## src/rtl/pc_flag_unit.sv

```systemverilog
// Next-PC / N-Z-V flag / overflow-exception stage that sits directly behind the ALU.
// Latency: pc, flags, epc and exc_active update one clk edge after the deciding inputs; taken/link_* are combinational.
// Backpressure: stall=1 freezes every register and forces taken=0, link_we=0.
module pc_flag_unit #(
    parameter logic [31:0] RESET_PC   = 32'h0000_0000,
    parameter logic [31:0] EXC_VECTOR = 32'h0000_0080
) (
    input  logic        clk,
    input  logic        rst_n,
    input  logic        stall,
    input  logic [31:0] alu_sum,
    input  logic        alu_zout,
    input  logic [2:0]  alu_status,
    input  logic        flag_we,
    input  logic        ovf_trap_en,
    input  logic [2:0]  br_type,
    input  logic        eret,
    input  logic [31:0] imm_ext,
    input  logic [25:0] jtarget,
    input  logic [31:0] rs_data,
    output logic [31:0] pc,
    output logic [2:0]  flags,
    output logic [31:0] epc,
    output logic        exc_active,
    output logic        taken,
    output logic        link_we,
    output logic [31:0] link_data
);

    // Decoded branch/jump types.
    localparam logic [2:0] BR_SEQ = 3'b000;
    localparam logic [2:0] BR_BEQ = 3'b001;
    localparam logic [2:0] BR_BRZ = 3'b010;
    localparam logic [2:0] BR_BRN = 3'b011;
    localparam logic [2:0] BR_BRV = 3'b100;
    localparam logic [2:0] BR_J   = 3'b101;
    localparam logic [2:0] BR_JAL = 3'b110;
    localparam logic [2:0] BR_JR  = 3'b111;

    // Positions inside the {n,z,v} flag vector.
    localparam int FLAG_N = 2;
    localparam int FLAG_Z = 1;
    localparam int FLAG_V = 0;

    typedef enum logic {
        ST_RUN = 1'b0,
        ST_EXC = 1'b1
    } state_t;

    // Architectural state.
    state_t      r_state;
    logic [31:0] r_pc;
    logic [2:0]  r_flags;
    logic [31:0] r_epc;

    // Next-state values and datapath wires.
    state_t      w_state_nxt;
    logic [31:0] w_pc_nxt;
    logic [2:0]  w_flags_nxt;
    logic [31:0] w_epc_nxt;

    logic [31:0] w_pc4;
    logic [31:0] w_btarget;
    logic [31:0] w_jaddr;
    logic        w_br_taken;
    logic [31:0] w_br_target;
    logic        w_run;
    logic        w_trap;
    logic        w_eret_go;
    logic        w_is_jal;

    // alu_sum has no consumer in this datapath (jr always takes rs_data), and
    // the top two offset bits shift out of the word-to-byte conversion.
    logic        w_unused;
    assign w_unused = ^{alu_sum, imm_ext[31:30]};

    // Target arithmetic; all sums wrap modulo 2^32.
    assign w_pc4     = r_pc + 32'd4;
    assign w_btarget = w_pc4 + {imm_ext[29:0], 2'b00};
    assign w_jaddr   = {w_pc4[31:28], jtarget, 2'b00};

    assign w_run    = (r_state == ST_RUN);
    assign w_is_jal = (br_type == BR_JAL);

    // A trap needs a flag-setting op in RUN with V set and trapping enabled;
    // in EXC a second overflow is deliberately ignored so epc is not clobbered.
    assign w_trap = w_run & ~stall & flag_we & ovf_trap_en & alu_status[FLAG_V];

    // eret is only meaningful while handling an exception.
    assign w_eret_go = ~w_run & ~stall & eret;

    // Branch condition and target select; conditional branches read the stored
    // flags so a same-cycle flag write is not seen until the following cycle.
    always_comb begin
        w_br_taken  = 1'b0;
        w_br_target = w_pc4;
        case (br_type)
            BR_SEQ: begin
                w_br_taken  = 1'b0;
                w_br_target = w_pc4;
            end
            BR_BEQ: begin
                w_br_taken  = alu_zout;
                w_br_target = w_btarget;
            end
            BR_BRZ: begin
                w_br_taken  = r_flags[FLAG_Z];
                w_br_target = w_btarget;
            end
            BR_BRN: begin
                w_br_taken  = r_flags[FLAG_N];
                w_br_target = w_btarget;
            end
            BR_BRV: begin
                w_br_taken  = r_flags[FLAG_V];
                w_br_target = w_btarget;
            end
            BR_J: begin
                w_br_taken  = 1'b1;
                w_br_target = w_jaddr;
            end
            BR_JAL: begin
                w_br_taken  = 1'b1;
                w_br_target = w_jaddr;
            end
            BR_JR: begin
                w_br_taken  = 1'b1;
                w_br_target = rs_data;
            end
        endcase
    end

    // Next-state logic: stall > trap > eret > branch/jump/sequential.
    always_comb begin
        w_state_nxt = r_state;
        w_pc_nxt    = r_pc;
        w_flags_nxt = r_flags;
        w_epc_nxt   = r_epc;
        if (!stall) begin
            if (w_trap) begin
                // Flags still latch on a trap so the handler sees V=1.
                w_state_nxt = ST_EXC;
                w_pc_nxt    = EXC_VECTOR;
                w_flags_nxt = alu_status;
                w_epc_nxt   = r_pc;
            end else if (w_eret_go) begin
                // Resume after the trapping instruction; epc is left intact.
                w_state_nxt = ST_RUN;
                w_pc_nxt    = r_epc + 32'd4;
            end else begin
                w_pc_nxt = w_br_taken ? w_br_target : w_pc4;
                // Flags are frozen while in EXC.
                if (w_run && flag_we) begin
                    w_flags_nxt = alu_status;
                end
            end
        end
    end

    // State register with synchronous active-low reset.
    always_ff @(posedge clk) begin
        if (!rst_n) begin
            r_state <= ST_RUN;
            r_pc    <= RESET_PC;
            r_flags <= 3'b000;
            r_epc   <= 32'h0000_0000;
        end else begin
            r_state <= w_state_nxt;
            r_pc    <= w_pc_nxt;
            r_flags <= w_flags_nxt;
            r_epc   <= w_epc_nxt;
        end
    end

    // Redirect indication: any non-sequential PC source, never under stall.
    assign taken = ~stall & (w_trap | w_eret_go | w_br_taken);

    // Link write only when the jal actually retires (not stalled, not
    // overridden by a trap or an eret).
    assign link_we   = ~stall & ~w_trap & ~w_eret_go & w_is_jal;
    assign link_data = w_pc4;

    assign pc         = r_pc;
    assign flags      = r_flags;
    assign epc        = r_epc;
    assign exc_active = (r_state == ST_EXC);

endmodule

```

## config.mk

```make
export PLATFORM = sky130hd
export DESIGN_NAME = pc_flag_unit
export DESIGN_NICKNAME = d
export VERILOG_FILES = /design/src/rtl/pc_flag_unit.sv
export SDC_FILE = /design/constraint.sdc
export NUM_CORES = 1
export LEC_CHECK = 0
export ABC_AREA = 1
export BUFFER_PORTS_ARGS = -buffer_cell sky130_fd_sc_hd__buf_2
export CAP_MARGIN = 20
export CORE_MARGIN = 8
export CORE_UTILIZATION = 50
export DETAILED_ROUTE_END_ITERATION = 12
export HOLD_SLACK_MARGIN = 0.15
export PLACE_DENSITY_LB_ADDON = 0.08
export SLEW_MARGIN = 20
export SYNTH_ARGS = -nofsm -noshare
export SYNTH_HDL_FRONTEND = slang
export SYNTH_SLANG_ARGS = --single-unit
```

## constraint.sdc

```tcl
create_clock -name clk -period 8.65 [get_ports clk]
set_input_delay 1.73 -clock clk [delete_from_list [all_inputs] [get_ports clk]]
set_output_delay 1.73 -clock clk [all_outputs]
set_load 0.01 [all_outputs]
```

==> flow_metrics.env <==
export IMPL_status="finished, final reports clean"
export IMPL_fin_setup_tns_ns=0
export IMPL_num_vias=9036
export IMPL_period_needed_ns=5.823
export IMPL_layout_nets=1626
export IMPL_grt_max_degree=68
export IMPL_clockBufferDepth=2
export IMPL_post_route_period_util_pct=67.31
export IMPL_die_x_um=137.0
export IMPL_mostFrequentLayoutCell="nand2_1"
export IMPL_syn_nets=1450
export IMPL_avgSynthCellArea_um2=5.730
export IMPL_pwr_share_clk_pct=31.6
export IMPL_initial_core_util_pct=50.73
export IMPL_gp_congestion=0.9479
export IMPL_swShare_pct=37.39
export IMPL_worst_pin_slew_ns=1.057
export IMPL_num_io_pins=237
export IMPL_cts_hold_buf=0
export IMPL_powerDensity_mw_per_mm2=130.6
export IMPL_cts_resized=0
export IMPL_ant_nets=0
export IMPL_clk_latency_ns=0.33
export IMPL_min_from="epc[1]"
export IMPL_drive_above_1_share_pct=19.44
export IMPL_synth_edf_count=0
export IMPL_cp_start_kind="input port"
export IMPL_cts_tree="yes"
export IMPL_globalRouteTotalUtil_pct=28.80
export IMPL_avgViaCountPerCell=5.506
export IMPL_required_ns=6.92
export IMPL_cpLargestDelayFamily="buffers and inverters"
export IMPL_drcViolationCount=0
export IMPL_rsz0062_at_grt="no"
export IMPL_maxSlewViolCount=0
export IMPL_p_int_mw=0.7127
export IMPL_critPathMaxStageDelay_ns=0.54
export IMPL_grt_pass1_wl_mm=43.00
export IMPL_hpwl_mm=22.30
export IMPL_power_leakage_nw=4.540
export IMPL_synthCells=1277
export IMPL_r2r_slack_ns=4.84
export IMPL_first_iter_violations=805
export IMPL_grt_overflow=0
export IMPL_relSlewSlack_pct=29.43
export IMPL_r2r_start="pc[3]"
export IMPL_synth_ff_type="dfxtp_1"
export IMPL_cts_clk_slew_worst_paths_ns=0.05
export IMPL_vdd_drop_max_mv=0.1321
export IMPL_drt_pass1_iterations=5
export IMPL_yosysSeqAreaShare_pct=18.60
export IMPL_cts_setup_buffers=0
export IMPL_ys_ff_latch=68
export IMPL_path_depth=9
export IMPL_r2r_cells=23
export IMPL_core_mm2=0.01442
export IMPL_power_frac_seq_pct=32.3
export IMPL_die_y_um=137.0
export IMPL_dieArea_mm2=0.01876
export IMPL_synthArstFlopShare_pct=0
export IMPL_clkSinkCount=68
export IMPL_netlist_area_mm2=0.007317
export IMPL_combPwrFrac_pct=36.1
export IMPL_critPathKind="in -> out"
export IMPL_p_switching_mw=0.4255
export IMPL_areaGrowthSynthToFinish_pct=19.10
export IMPL_skew_ns=0.003978
export IMPL_yosysWarnings=0
export IMPL_endpoint="link_we"
export IMPL_hold_viol=0
export IMPL_path_cells="buf_2, inv_2, nand3_1, inv_2, nand3_2, buf_4, nand2_1, nor3_1, buf_2"
export IMPL_wirelength_mm=27.56
export IMPL_synthDistinctLibCells=50
export IMPL_final_cell_mix="386 x nand2_1, 202 x buf_2, 154 x inv_1"
export IMPL_fmax_ghz=0.1717
export IMPL_crit_arrival_ns=4.09
export IMPL_cp_num_buf_inv=5
export IMPL_io_buffers=202
export IMPL_fp_row_count=44
export IMPL_wl_per_cell_um=16.80
export IMPL_finalSetupViolCount=0
export IMPL_total_power_mw=1.138
export IMPL_grt_pass1_vias=8456
export IMPL_critPathLaunch="stall"
export IMPL_cp_slowest_cell="nand2_1"
export IMPL_setup_worst_path_end_class="primary output"
export IMPL_crit_path_max_fanout=67
export IMPL_reg2reg_to="pc[26]"
export IMPL_grt_antenna_before_repair=1
export IMPL_htreeDepth=3
export IMPL_drv_cap=0
export IMPL_cts_buffers=9
export IMPL_hold_path_class="reg -> reg"
export IMPL_root_buffer="clkbuf_16"
## kinds of logic after synthesis
family / Yosys count / synth area share [%]
DFF: 68 / 18.60
AOI/OAI and AO/OA: 261 / 19.89
xor gates and xnor gates: 28 / 3.454
buffers and inverters: 214 / 11.39
and+or+nand+nor: 668 / 40.07
adders and majority gates: 38 / 6.601
## layout make-up
type | count | area [um^2]
multi-input combinational | 995 | 5127
timing repair buffer | 207 | 1056
clock buffer | 12 | 256.5
tap | 184 | 230.2
inverter | 172 | 645.6
sequential | 68 | 1361
fill | 1565 | 5709
antenna | 1 | 2.502
clock inverter | 2 | 35.03
## metrics by stage
| step | instances | area (um^2) | utilization, % | hold slack [ns] | setup slack (ns) |
|---|---|---|---|---|---|
| 2_1_floorplan | 1277 | 7317 | - | 0.4793 | 4.216 |
| 3_3_place_gp | 1625 | 8406 | 58.28 | 0.4514 | 2.875 |
| 3_5_place_dp | 1625 | 8406 | 58.28 | 0.4540 | 2.820 |
| 4_1_cts | 1639 | 8697 | 60.30 | 0.4624 | 2.824 |
| 5_1_grt | 1641 | 8715 | 60.42 | 0.5113 | 2.513 |
| 6_report | 1641 | 8715 | 60.42 | 0.4649 | 2.827 |
## metal layers
metal	GRT usage (%)	part of all wire (%)	vias to the layer above
met4	8.328	1.9	0
met3	3.377	8.0	44
li1	-	-	4536
met5	0	0	-
met1	37.97	43	4075
met2	48.17	47	381
## worst reg2reg max path: stages (launching register included)
cell and delay, ns:
dfxtp_1 0.46, ha_1 0.26, nand2_1 0.12, nor2_4 0.17, inv_2 0.05, nor2_4 0.13
nand4_2 0.12, or2_0 0.25, xor2_1 0.24, inv_1 0.13, ha_1 0.41, nand2_1 0.12
nor2_1 0.23, nand2_1 0.13, nor2_1 0.10, nand2_1 0.10, nand3_1 0.10, nand2_1 0.05
nand3_1 0.07, nand2_1 0.05, o21ai_0 0.15, nand2_1 0.10, nand2_1 0.12, a21oi_2 0.05
## cell usage after synthesis, types with 4 or more instances
library cell / count / share of area (%)
nor4_1: 4 / 0.34
nand3_2: 5 / 0.68
dfxtp_1: 68 / 19
nor2_1: 102 / 5.2
xor2_1: 20 / 2.4
o21ai_0: 75 / 5.1
clkbuf_1: 27 / 1.4
buf_4: 5 / 0.51
nor2_2: 9 / 0.77
o21ai_1: 5 / 0.34
buf_2: 9 / 0.62
o211ai_1: 11 / 1.1
nand3_1: 81 / 5.5
o21bai_1: 5 / 0.51
nor3_1: 16 / 1.1
inv_2: 14 / 0.72
inv_1: 155 / 8.0
nand2_2: 8 / 0.68
nand4_1: 31 / 2.7
nor2_4: 8 / 1.2
a21oi_1: 133 / 9.1
ha_1: 37 / 6.3
xnor2_1: 7 / 0.84
nand2_1: 386 / 20
or2_2: 4 / 0.34
a221oi_1: 13 / 1.6
## power by group through the flow
stage	combinational [mW]	clock [mW]	sequential [mW]
2_1_floorplan	0.258	0	0.369
3_3_place_gp	0.398	0	0.373
3_5_place_dp	0.401	0	0.373
4_1_cts	0.403	0.364	0.366
5_1_grt	0.458	0.375	0.371
6_report	0.410	0.360	0.368
## state kept, by name, summed over array words and instances, names as in the netlist
signal,count
epc,32
exc_active,1
flags,3
pc,32
## worst min path at each step
stage	cells after the start	slack, ns	to
2_1_floorplan	2	0.48	epc[0]
3_3_place_gp	2	0.45	epc[1]
3_5_place_dp	2	0.45	epc[1]
4_1_cts	2	0.46	epc[1]
5_1_grt	2	0.51	epc[1]
6_report	2	0.46	epc[1]
Note: power is estimated with default switching activity, not from simulation.
